[src/rtl/riscv_ctrl_pkg.sv]
// Shared definitions for the multi-cycle RISC-V control sequencer.
//   state_e   : sequencer state encoding (also exported on the debug port)
//   opclass_e : instruction class latched in DECODE
//   OP_*      : major opcode values recognised by the decoder
//   ALU_*     : aluOP encodings driven to the ALU control
package riscv_ctrl_pkg;

  typedef enum logic [2:0] {
    ST_IDLE   = 3'd0,
    ST_FETCH  = 3'd1,
    ST_DECODE = 3'd2,
    ST_EXEC   = 3'd3,
    ST_MEM    = 3'd4,
    ST_WB     = 3'd5
  } state_e;

  typedef enum logic [2:0] {
    CLS_NONE   = 3'd0,
    CLS_R      = 3'd1,
    CLS_IMM    = 3'd2,
    CLS_LOAD   = 3'd3,
    CLS_STORE  = 3'd4,
    CLS_BRANCH = 3'd5
  } opclass_e;

  localparam logic [6:0] OP_R      = 7'b0110011;
  localparam logic [6:0] OP_IMM    = 7'b0010011;
  localparam logic [6:0] OP_LOAD   = 7'b0000011;
  localparam logic [6:0] OP_STORE  = 7'b0100011;
  localparam logic [6:0] OP_BRANCH = 7'b1100011;

  localparam logic [1:0] ALU_ADD   = 2'b00;
  localparam logic [1:0] ALU_SUB   = 2'b01;
  localparam logic [1:0] ALU_FUNCT = 2'b10;

endpackage

[src/rtl/ctrl_opclass.sv]
// Combinational opcode classifier.
//   opcode   : I[6:0] from the instruction register
//   op_class : decoded instruction class (CLS_NONE when unsupported)
//   op_valid : 1 when the opcode is one the sequencer can execute
module ctrl_opclass
  import riscv_ctrl_pkg::*;
(
  input  logic [6:0] opcode,
  output opclass_e   op_class,
  output logic       op_valid
);

  always_comb begin
    op_class = CLS_NONE;
    op_valid = 1'b1;
    case (opcode)
      OP_R:      op_class = CLS_R;
      OP_IMM:    op_class = CLS_IMM;
      OP_LOAD:   op_class = CLS_LOAD;
      OP_STORE:  op_class = CLS_STORE;
      OP_BRANCH: op_class = CLS_BRANCH;
      default:   op_valid = 1'b0;
    endcase
  end

endmodule

[src/rtl/multicycle_ctrl.sv]
// Multi-cycle sequencer for the RISC-V datapath. Steps each instruction
// through FETCH/DECODE/EXEC/MEM/WB and drives the shared datapath controls.
//
// Ports:
//   clk, rst          : clock (rising edge), asynchronous active-low reset
//   I                 : instruction register, only I[6:0] is decoded
//   halt              : 1 = do not start a new instruction
//   imem_ack/dmem_ack : memory handshake completions
//   imem_req, ir_write, pc_write       : fetch control
//   alusrc, memToReg, regWrite, memRead, memWrite, branch, aluOP : datapath
//   retire / illegal  : single-cycle completion / unsupported-opcode pulses
//   state             : current state for debug
//
// Optional build macro MULTICYCLE_PERF_CNT_EN adds cycle_cnt (cycles spent
// outside IDLE) and instret_cnt (retired instructions), CNT_W bits, wrapping.
module multicycle_ctrl
  import riscv_ctrl_pkg::*;
#(
  parameter int CNT_W = 32
) (
  input  logic             clk,
  input  logic             rst,
  input  logic [31:0]      I,
  input  logic             halt,
  input  logic             imem_ack,
  input  logic             dmem_ack,
  output logic             imem_req,
  output logic             ir_write,
  output logic             pc_write,
  output logic             alusrc,
  output logic             memToReg,
  output logic             regWrite,
  output logic             memRead,
  output logic             memWrite,
  output logic             branch,
  output logic [1:0]       aluOP,
`ifdef MULTICYCLE_PERF_CNT_EN
  output logic [CNT_W-1:0] cycle_cnt,
  output logic [CNT_W-1:0] instret_cnt,
`endif
  output logic             retire,
  output logic             illegal,
  output logic [2:0]       state
);

  if (CNT_W < 1) begin : g_bad_cnt_w
    $error("multicycle_ctrl: CNT_W must be at least 1");
  end

  state_e   state_q, state_d;
  opclass_e class_q, class_d;
  opclass_e dec_class;
  logic     dec_valid;

  // Only the major opcode matters here; the rest of I feeds the datapath.
  logic unused_i_hi;
  assign unused_i_hi = ^I[31:7];

  ctrl_opclass u_opclass (
    .opcode   (I[6:0]),
    .op_class (dec_class),
    .op_valid (dec_valid)
  );

  always_ff @(posedge clk or negedge rst) begin
    if (!rst) begin
      state_q <= ST_IDLE;
      class_q <= CLS_NONE;
    end else begin
      state_q <= state_d;
      class_q <= class_d;
    end
  end

  always_comb begin
    state_d  = state_q;
    class_d  = class_q;
    imem_req = 1'b0;
    ir_write = 1'b0;
    pc_write = 1'b0;
    alusrc   = 1'b0;
    memToReg = 1'b0;
    regWrite = 1'b0;
    memRead  = 1'b0;
    memWrite = 1'b0;
    branch   = 1'b0;
    aluOP    = ALU_ADD;
    retire   = 1'b0;
    illegal  = 1'b0;

    case (state_q)
      ST_IDLE: begin
        if (!halt) state_d = ST_FETCH;
      end

      ST_FETCH: begin
        imem_req = 1'b1;
        // IR and PC update on the same edge that accepts the fetch data.
        if (imem_ack) begin
          ir_write = 1'b1;
          pc_write = 1'b1;
          state_d  = ST_DECODE;
        end
      end

      ST_DECODE: begin
        class_d = dec_class;
        if (dec_valid) begin
          state_d = ST_EXEC;
        end else begin
          illegal = 1'b1;
          state_d = halt ? ST_IDLE : ST_FETCH;
        end
      end

      ST_EXEC: begin
        case (class_q)
          CLS_R: begin
            aluOP   = ALU_FUNCT;
            state_d = ST_WB;
          end
          CLS_IMM: begin
            aluOP   = ALU_FUNCT;
            alusrc  = 1'b1;
            state_d = ST_WB;
          end
          CLS_LOAD, CLS_STORE: begin
            aluOP   = ALU_ADD;
            alusrc  = 1'b1;
            state_d = ST_MEM;
          end
          CLS_BRANCH: begin
            // Branch completes here; the datapath qualifies it with zero.
            aluOP   = ALU_SUB;
            branch  = 1'b1;
            retire  = 1'b1;
            state_d = halt ? ST_IDLE : ST_FETCH;
          end
          default: state_d = ST_IDLE;
        endcase
      end

      ST_MEM: begin
        // Address stays on the ALU output for the whole access.
        aluOP  = ALU_ADD;
        alusrc = 1'b1;
        if (class_q == CLS_LOAD) begin
          memRead = 1'b1;
          if (dmem_ack) state_d = ST_WB;
        end else if (class_q == CLS_STORE) begin
          memWrite = 1'b1;
          if (dmem_ack) begin
            retire  = 1'b1;
            state_d = halt ? ST_IDLE : ST_FETCH;
          end
        end else begin
          state_d = ST_IDLE;
        end
      end

      ST_WB: begin
        regWrite = 1'b1;
        memToReg = (class_q == CLS_LOAD);
        retire   = 1'b1;
        state_d  = halt ? ST_IDLE : ST_FETCH;
      end

      default: state_d = ST_IDLE;
    endcase
  end

  assign state = state_q;

`ifdef MULTICYCLE_PERF_CNT_EN
  logic [CNT_W-1:0] cycle_cnt_q, cycle_cnt_d;
  logic [CNT_W-1:0] instret_cnt_q, instret_cnt_d;

  always_comb begin
    cycle_cnt_d   = cycle_cnt_q;
    instret_cnt_d = instret_cnt_q;
    if (state_q != ST_IDLE) cycle_cnt_d   = cycle_cnt_q + CNT_W'(1);
    if (retire)             instret_cnt_d = instret_cnt_q + CNT_W'(1);
  end

  always_ff @(posedge clk or negedge rst) begin
    if (!rst) begin
      cycle_cnt_q   <= '0;
      instret_cnt_q <= '0;
    end else begin
      cycle_cnt_q   <= cycle_cnt_d;
      instret_cnt_q <= instret_cnt_d;
    end
  end

  assign cycle_cnt   = cycle_cnt_q;
  assign instret_cnt = instret_cnt_q;
`endif

endmodule

[config.mk]
export PLATFORM = sky130hd
export DESIGN_NAME = multicycle_ctrl
export DESIGN_NICKNAME = d
export VERILOG_FILES = /design/src/rtl/riscv_ctrl_pkg.sv /design/src/rtl/ctrl_opclass.sv /design/src/rtl/multicycle_ctrl.sv
export SDC_FILE = /design/constraint.sdc
export NUM_CORES = 1
export LEC_CHECK = 0
export ABC_AREA = 1
export BUFFER_PORTS_ARGS = -buffer_cell sky130_fd_sc_hd__buf_2
export CAP_MARGIN = 40
export CORE_MARGIN = 2
export CORE_UTILIZATION = 36
export CTS_BUF_LIST = sky130_fd_sc_hd__clkbuf_16
export CTS_CLUSTER_DIAMETER = 200
export DETAILED_ROUTE_END_ITERATION = 8
export HOLD_SLACK_MARGIN = 0.12
export PLACE_DENSITY = 0.78
export SETUP_SLACK_MARGIN = 0.02
export SKIP_CTS_REPAIR_TIMING = 1
export SYNTH_ARGS = -nofsm -noshare
export SYNTH_HDL_FRONTEND = slang
export SYNTH_SLANG_ARGS = --single-unit
[constraint.sdc]
create_clock -name clk -period 1.5 [get_ports clk]
set_input_delay 0.15 -clock clk [delete_from_list [all_inputs] [get_ports clk]]
set_output_delay 0.15 -clock clk [all_outputs]
set_load 0.1 [all_outputs]
==> results.toml, run 1 <==
[status]
status = "finished, violations left"
violations = "setup timing"

[critical_path]
critical_path.max_stage_delay_ps = 500
crit_path_start_kind = "flip-flop"
path_class = "flip-flop to output port"
endpoint_kind = "output port"
critPathTopFamily = "flip-flops"
slowest_stage = "dfrtp_4"
worstPathBufferInverterCount = 2
rrSetupSlack_ps = -50
crit_chain = "buf_6, nor2_4, nand2_2, o211ai_1, clkbuf_16"
cp.depth = 5
arrival_ps = 1620
cp_max_fo = 4
cp.required_ps = 1350
reg2reg_depth = 10

[yosys]
synth_mux_area_share_pct = 0
yosys.area_share.adder_pct = 0
synth-seq-area-share_pct = 25.9
synth-seq-cells = 6
synth_top_family_by_area = "simple AND/OR/NAND/NOR gates"
yosys_warnings = 0
syn_avg_cell_area_sq_um = 5.81
syn_nets = 137
synth_top_area_cell = "dfrtp_1"
yosysTopAreaCellShare_pct = 25.9
synth_compound_area_share_pct = 11.0
synth_area_leaders = "dfrtp_1 (26%), nand2_1 (19%), inv_1 (10%)"
synth_xor_area_share_pct = 0
netlist_instances = 100
synth_common_cells = "nand2_1 (29), inv_1 (16), nand3_1 (9)"
async_reset_ff_share_pct = 100
synthFlopType = "dfrtp_1"
synth.most_common_cell = "nand2_1"
ys_types = 23
syn_area_sq_um = 581
synth-simple-area-share_pct = 45.7
synth-edff-count = 0

[sta]
final.setup.worst_slack_ps = -270
finClkSkew_ps = 7.74
fin_hold_ws_ps = 246
hold_viol = 0
worst_pin_slew_ps = 485
finalSetupViolations = 14
fmax_mhz = 565
maxSlewViolCount = 0
maxSlewHeadroom_pct = 67.9
period_needed_ps = 1770
fin_crit_sh_pct = 118
rsz0062_at_grt = "true"

[clocking]
root_buffer = "clkbuf_16"
htreeDepth = 1
cts_tree = "done"
cts_buffers = 3
numClockSinks = 6
insertion_delay_ps = 230
clk_path_buf_depth = 2
clk_pin_slew_ps = 40

[min_path]
hp-class = "input port to flip-flop"
hold_depth = 4

[placement]
port_buffers = 27
hpwl_mm = 1.44
dp_cells = 149
place.gp.congestion = 0.873
placed_area_sq_um = 1090

[route]
drc_errors = 0
ant_nets = 0
drtIter0Drc = 23
avgViaCountPerCell = 5.45
drt_pass1_iterations = 4
num_vias = 893
finalWirelength_mm = 2.56
wl_per_cell_um = 15.6

[grt]
grt.overflow.total = 0
grt_max_degree = 8
grt-busiest-layer = "met2"
grt_use_met3_pct = 1.22
first_global_vias = 701
grt_pass1_wl_mm = 2.97
met2_usage_pct = 38.2
grtUsageTotal_pct = 21.1
met1_usage_pct = 24.7
antenna_found_initial = 0

[job]
cap_violations = 0

[floorplan]
die_area_sq_um = 1950
die_w_um = 44.2
start_util_pct = 38.5
num_rows = 14
core_area_sq_um = 1510
io_pins = 53
die_y_um = 44.2

[cells_and_area]
fin_nets = 186
area_delta_synth_final_pct = 134
layout-drive-gt1-share_pct = 57.4
finalNonFillerCells = 164
diodes = 0
fillCellCount = 65
postLayoutCellArea_sq_um = 1360

[power]
max-vdd-ir-drop_mv = 2.07
p_per_area_nw_per_um2 = 2100
p_leak_uw = 0.000682
placed cells by master, fill, tap and decap left out, drive strengths merged:
master / netlist / routed
nand2: 31 / 31
nor3: 2 / 2
nor2: 11 / 11
o21ai: 6 / 6
nand4: 2 / 2
inv: 22 / 20
o21bai: 1 / 1
nand3: 10 / 10
dlygate4sd3: 0 / 1
o21a: 1 / 1
and2: 1 / 1
buf: 2 / 44
clkbuf: 0 / 4
clkinv: 1 / 1
o211ai: 1 / 1
or2: 1 / 1
dfrtp: 6 / 6
o22ai: 1 / 1
a21oi: 1 / 1
clkinvlp: 0 / 3
routing by layer:
layer,wire length (um),vias up
met4,68,0
met2,1370,60
met3,184,12
li1,-,404
met5,0,-
met1,934,417
kinds of logic (layout without fill, tap and decap cells):
kind of cell           count (synthesis)  count (layout)
AND/OR/NAND/NOR                       58              58
buffers and inverters                 25              73
AO/OA/AOI/OAI                         11              11
flip-flops                             6               6
stage by stage:
step                      setup WS [ps]  util [%]  TNS, ps  power (uW)
after floorplan                   -1150         -    -5290        1500
after global placement             51.9      72.6        0        2010
after detailed placement           17.7      72.6        0        2040
after CTS                          -225      77.8    -1680        2500
after global routing               -330      90.2    -2100        2950
final                              -270      90.2    -1520        2850
area by class of cell:
cell class	count	area, sq um	share of cell area [%]
Clock inverter	1	3.75	0.276
Sequential cell	6	161	11.9
Timing Repair Buffer	46	519	38.2
Multi-Input combinational cell	69	464	34.2
Inverter	23	115	8.47
Clock buffer	3	75.1	5.52
Tap cell	16	20.0	1.47
power by group:
group / switching [uW] / internal, uW
Combinational: 1300 / 764
Clock: 105 / 347
Sequential: 99.8 / 234
Total: 1510 / 1350
worst min-delay path, cell delays in order:
cell and delay [ps]:
buf_2 100, nor2_1 50, nand2_1 60, o21ai_1 60
final timing paths:
kind	start	endpoint
min	I[5]	class_q[1]$_DFFE_PN0P_
min in group asynchronous	rst	state[1]$_DFFE_PN0P_
min reg2reg	class_q[1]$_DFFE_PN0P_	class_q[1]$_DFFE_PN0P_
max	state[0]$_DFFE_PN0P_	retire
max in group asynchronous	rst	state[2]$_DFFE_PN0P_
max reg2reg	state[2]$_DFFE_PN0P_	state[2]$_DFFE_PN0P_
flip-flops by register name, indices dropped and copies added, names as in the netlist:
signal	flops
state	3
class_q	3
No activity file was read; power rests on OpenSTA's default activity.
==> inputs of run 2 (changes only) <==
--- a/config.mk
+++ b/config.mk
@@ -5,7 +5,6 @@
 export SDC_FILE = /design/constraint.sdc
 export NUM_CORES = 1
 export LEC_CHECK = 0
-export ABC_AREA = 1
 export BUFFER_PORTS_ARGS = -buffer_cell sky130_fd_sc_hd__buf_2
 export CAP_MARGIN = 40
 export CORE_MARGIN = 2
==> results.toml, run 2 <==
[sta]
maxSlewHeadroom_pct = 67.9
period_needed_ps = 1820
fin_crit_sh_pct = 121
finClkSkew_ps = 7.79
worst_pin_slew_ps = 484
hold_viol = 0
fmax_mhz = 549
final.setup.worst_slack_ps = -321
finalSetupViolations = 17
maxSlewViolCount = 0
rsz0062_at_grt = "true"

[floorplan]
die_area_sq_um = 1980
io_pins = 53
die_w_um = 44.5
die_y_um = 44.5
num_rows = 14
core_area_sq_um = 1520
start_util_pct = 38.7

[grt]
first_global_vias = 692
antenna_found_initial = 0
grt_max_degree = 11
grtUsageTotal_pct = 19.9
grt.overflow.total = 0
grt_pass1_wl_mm = 2.87

[route]
num_vias = 756
finalWirelength_mm = 2.22
drc_errors = 0
avgViaCountPerCell = 5.48
ant_nets = 0
drtIter0Drc = 8
wl_per_cell_um = 16.1
drt_pass1_iterations = 4

[status]
status = "finished, violations left"
violations = "setup timing"

[power]
power_switching_uw = 1110
clockPowerShare_pct = 19.0
p_leak_uw = 0.000565
seqPwrFrac_pct = 12.7
p_per_area_nw_per_um2 = 1720
switching_share_pct = 47.7
p_comb_share_pct = 68.4
p_int_uw = 1210
max-vdd-ir-drop_mv = 1.66

[yosys]
syn_area_sq_um = 589
synth-seq-cells = 6
netlist_instances = 74
syn_avg_cell_area_sq_um = 7.96
synth-edff-count = 0
synth.most_common_cell = "nor2_1"
yosysTopAreaCellShare_pct = 25.5
synth_top_area_cell = "dfrtp_1"
ys_types = 38
yosys_warnings = 0
async_reset_ff_share_pct = 100
synthFlopType = "dfrtp_1"
synth_area_leaders = "dfrtp_1 (25%), nor2_1 (4.5%), buf_4 (3.8%)"
synth_common_cells = "nor2_1 (7), dfrtp_1 (6), nand2_1 (6)"
syn_nets = 111
synth-seq-area-share_pct = 25.5

[placement]
port_buffers = 27
dp_cells = 128
hpwl_mm = 1.39
place.gp.congestion = 0.892

[cells_and_area]
diodes = 0
multi_input_area_sq_um = 502
final_core_util_pct = 88.5
fin_nets = 160
regArea_sq_um = 161
finalNonFillerCells = 138
mostFrequentLayoutCells = "buf_4 (15), buf_2 (14), buf_12 (13)"
final_common_cell = "buf_4"
fillCellCount = 69
area_delta_synth_final_pct = 129
layout-drive-gt1-share_pct = 68.0

[clocking]
numClockSinks = 6
insertion_delay_ps = 230
cts_tree = "done"
cts_buffers = 3
root_buffer = "clkbuf_16"
clk_path_buf_depth = 2
htreeDepth = 1
clk_pin_slew_ps = 40

[critical_path]
cp_max_fo = 5
worstPathBufferInverterCount = 3
arrival_ps = 1670
critPathTopFamily = "simple AND/OR/NAND/NOR gates"
path_class = "flip-flop to output port"
crit_chain = "buf_8, and3b_2, and4b_4, buf_4, buf_12"
cp.required_ps = 1350
critical_path.max_stage_delay_ps = 480
crit_path_start_kind = "flip-flop"
slowest_stage = "dfrtp_4"
endpoint_kind = "output port"

[job]
cap_violations = 0

[min_path]
hp-class = "input port to flip-flop"
[run 2: cell types whose count changed after synthesis, sizes merged, moves of 4 or more]
cell / before / now
nand2: 31 / 6
inv: 22 / 3
nand3: 10 / 0
clkbuf: 0 / 4
nor2: 11 / 7
[run 2: stage by stage]
stage / power, uW / setup TNS (ps) / instance area, sq um / hold WS, ps / worst slack, ps
detailed placement: 1680 / -987 / 1140 / -23.6 / -154
floorplan: 1270 / -8570 / 748 / -146 / -1050
finish: 2320 / -3360 / 1350 / 146 / -321
global placement: 1660 / -733 / 1140 / -29.5 / -134
CTS: 2130 / -3380 / 1220 / -270 / -365
global route: 2400 / -4080 / 1350 / 156 / -360
[run 2: worst paths after layout]
kind	from	end	slack [ps]	cells past startpoint
setup / recovery	state[2]$_DFFE_PN0P_	branch	-320	5
hold / removal	I[6]	class_q[1]$_DFFE_PN0P_	150	2
setup reg to reg	state[0]$_DFFE_PN0P_	class_q[1]$_DFFE_PN0P_	-250	3
hold reg to reg	class_q[2]$_DFFE_PN0P_	state[2]$_DFFE_PN0P_	670	2
max in group asynchronous	rst	state[1]$_DFFE_PN0P_	1010	2
min in group asynchronous	rst	state[2]$_DFFE_PN0P_	330	2
[run 2: kinds of logic (layout without fill, tap and decap cells)]
kind of cell           after synthesis  after routing  synth area share (%)
AND/OR/NAND/NOR                     34             34                  35.9
AO/OA/AOI/OAI                       19             19                  22.7
buffers and inverters               12             60                  11.0
flip-flops                           6              6                  25.5
XOR/XNOR                             2              2                  2.97
multiplexers                         1              1                  1.91
[run 2: final cells by class]
cell class / count / share of cell area (%)
repair buffers: 53 / 42.2
multi-input cells: 56 / 37.2
flip-flops and latches: 6 / 12.0
clock buffers: 3 / 5.57
well taps: 16 / 1.48
inverters: 3 / 1.30
clock inverters: 1 / 0.278
[run 2: power by group through the flow]
| stage | clock [uW] | combinational (uW) | sequential [uW] |
|---|---|---|---|
| floorplan | 0 | 844 | 426 |
| global placement | 0 | 1380 | 282 |
| detailed placement | 0 | 1400 | 284 |
| CTS | 449 | 1400 | 282 |
| global route | 458 | 1640 | 302 |
| finish | 440 | 1590 | 294 |
[run 2: layer usage]
layer	vias up	wire length [um]	global-route usage [%]	part of all wire [%]
met5	-	0	0	0
met4	0	73	1.82	3.3
li1	359	-	-	-
met3	6	134	7.76	6.0
met2	43	1200	38.3	54
met1	348	810	20.7	37
==> inputs of run 3 (changes only) <==
--- a/config.mk
+++ b/config.mk
@@ -7,13 +7,16 @@
 export LEC_CHECK = 0
 export BUFFER_PORTS_ARGS = -buffer_cell sky130_fd_sc_hd__buf_2
 export CAP_MARGIN = 40
+export CELL_PAD_IN_SITES_DETAIL_PLACEMENT = 0
+export CELL_PAD_IN_SITES_GLOBAL_PLACEMENT = 1
 export CORE_MARGIN = 2
-export CORE_UTILIZATION = 36
+export CORE_UTILIZATION = 23
 export CTS_BUF_LIST = sky130_fd_sc_hd__clkbuf_16
 export CTS_CLUSTER_DIAMETER = 200
+export CTS_CLUSTER_SIZE = 10
 export DETAILED_ROUTE_END_ITERATION = 8
 export HOLD_SLACK_MARGIN = 0.12
-export PLACE_DENSITY = 0.78
+export PLACE_DENSITY_LB_ADDON = 0.1
 export SETUP_SLACK_MARGIN = 0.02
 export SKIP_CTS_REPAIR_TIMING = 1
 export SYNTH_ARGS = -nofsm -noshare
==> results.toml, run 3 (synthesized netlist as in run 2, its figures left out) <==
[grt]
grt.overflow.total = 0
grtUsageTotal_pct = 14.7
antenna_found_initial = 0
grt_pass1_wl_mm = 3.10
first_global_vias = 700
grt_max_degree = 8

[critical_path]
endpoint_kind = "output port"
cp_max_fo = 4
crit_path_start_kind = "flip-flop"
arrival_ps = 1660
cp.required_ps = 1350
rrSetupSlack_ps = -190
path_class = "flip-flop to output port"

[sta]
final.setup.worst_slack_ps = -311
setup_tns_ps = -3130
rsz0062_at_grt = "true"
maxSlewViolCount = 0
maxSlewHeadroom_pct = 67.9
fin_crit_sh_pct = 121
finClkSkew_ps = 7.97
fmax_mhz = 552
worst_pin_slew_ps = 485
period_needed_ps = 1810
finalSetupViolations = 18
hold_viol = 0

[route]
num_vias = 702
ant_nets = 0
wl_per_cell_um = 11.9
drc_errors = 0
finalWirelength_mm = 1.79
avgViaCountPerCell = 4.65
drt_pass1_iterations = 4
drtIter0Drc = 5

[floorplan]
die_area_sq_um = 2980
die_w_um = 54.6
core_area_sq_um = 2450
start_util_pct = 24.0
io_pins = 53
die_y_um = 54.6
num_rows = 18

[power]
power_switching_uw = 1080
p_int_uw = 1190
p_comb_share_pct = 68.5
max-vdd-ir-drop_mv = 1.60
p_per_area_nw_per_um2 = 1700
seqPwrFrac_pct = 11.8
clockPowerShare_pct = 19.7
p_leak_uw = 0.000546
switching_share_pct = 47.4

[cells_and_area]
final_core_util_pct = 54.4
mostFrequentLayoutCells = "buf_4 (20), buf_2 (13), buf_12 (13)"
final_common_cell = "buf_4"
fillCellCount = 225
diodes = 0
layout-drive-gt1-share_pct = 66.1
area_delta_synth_final_pct = 127
fin_nets = 159

[clocking]
clk_pin_slew_ps = 40
root_buffer = "clkbuf_16"
cts_buffers = 3
clk_path_buf_depth = 2
numClockSinks = 6
cts_tree = "done"
htreeDepth = 1
insertion_delay_ps = 230

[status]
violations = "setup timing"
status = "finished, violations left"

[placement]
port_buffers = 27
hpwl_mm = 1.46
place_ws_ps = -157
place.gp.congestion = 0.771

[min_path]
hp-class = "input port to flip-flop"

[job]
cap_violations = 0
-- run 3: worst paths after layout --
check / cells after the start / end / start
min in group asynchronous: 2 / class_q[2]$_DFFE_PN0P_ / rst
worst max-delay path: 5 / retire / state[2]$_DFFE_PN0P_
max in group asynchronous: 2 / state[1]$_DFFE_PN0P_ / rst
worst max register to register: 3 / class_q[1]$_DFFE_PN0P_ / state[0]$_DFFE_PN0P_
worst min-delay path: 2 / class_q[1]$_DFFE_PN0P_ / I[6]
worst min register to register: 3 / class_q[1]$_DFFE_PN0P_ / class_q[1]$_DFFE_PN0P_
-- run 3: metrics by stage --
stage	hold slack (ps)	total power [uW]	instances	cell area, sq um
2_1_floorplan	-146	1270	74	748
3_3_place_gp	-28.9	1710	144	1180
3_5_place_dp	-17.4	1720	144	1180
4_1_cts	-264	2170	148	1250
5_1_grt	156	2390	151	1340
6_report	137	2270	151	1340
-- run 3: layout make-up --
class                   instances  area [sq um]  share of cell area [%]
clock buffers                   3          75.1                    5.62
repair buffers                 52           538                    40.3
clock inverters                 1          3.75                   0.281
multi-input cells              56           503                    37.6
flip-flops and latches          6           161                    12.1
well taps                      30          37.5                    2.81
inverters                       3          17.5                    1.31
-- run 3: power groups by stage --
stage	sequential, uW	combinational (uW)	clock, uW
after CTS	269	1450	451
after floorplan	426	844	0
after global placement	270	1440	0
after detailed placement	268	1450	0
final	268	1560	448
after global routing	276	1650	461
-- run 3: layer usage --
metal	GRT usage (%)	vias up	share of wire (%)
met3	2.73	2	4.5
met4	7.50	0	0.95
met5	0	-	0
li1	-	357	-
met1	16.7	321	44
met2	25.8	22	51
-- run 3: critical path, cell delays in order, from the launching register on --
cell and delay, ps:
dfrtp_4 460, buf_6 130, and3b_2 270, and4b_4 250
o21bai_4 130, buf_12 180
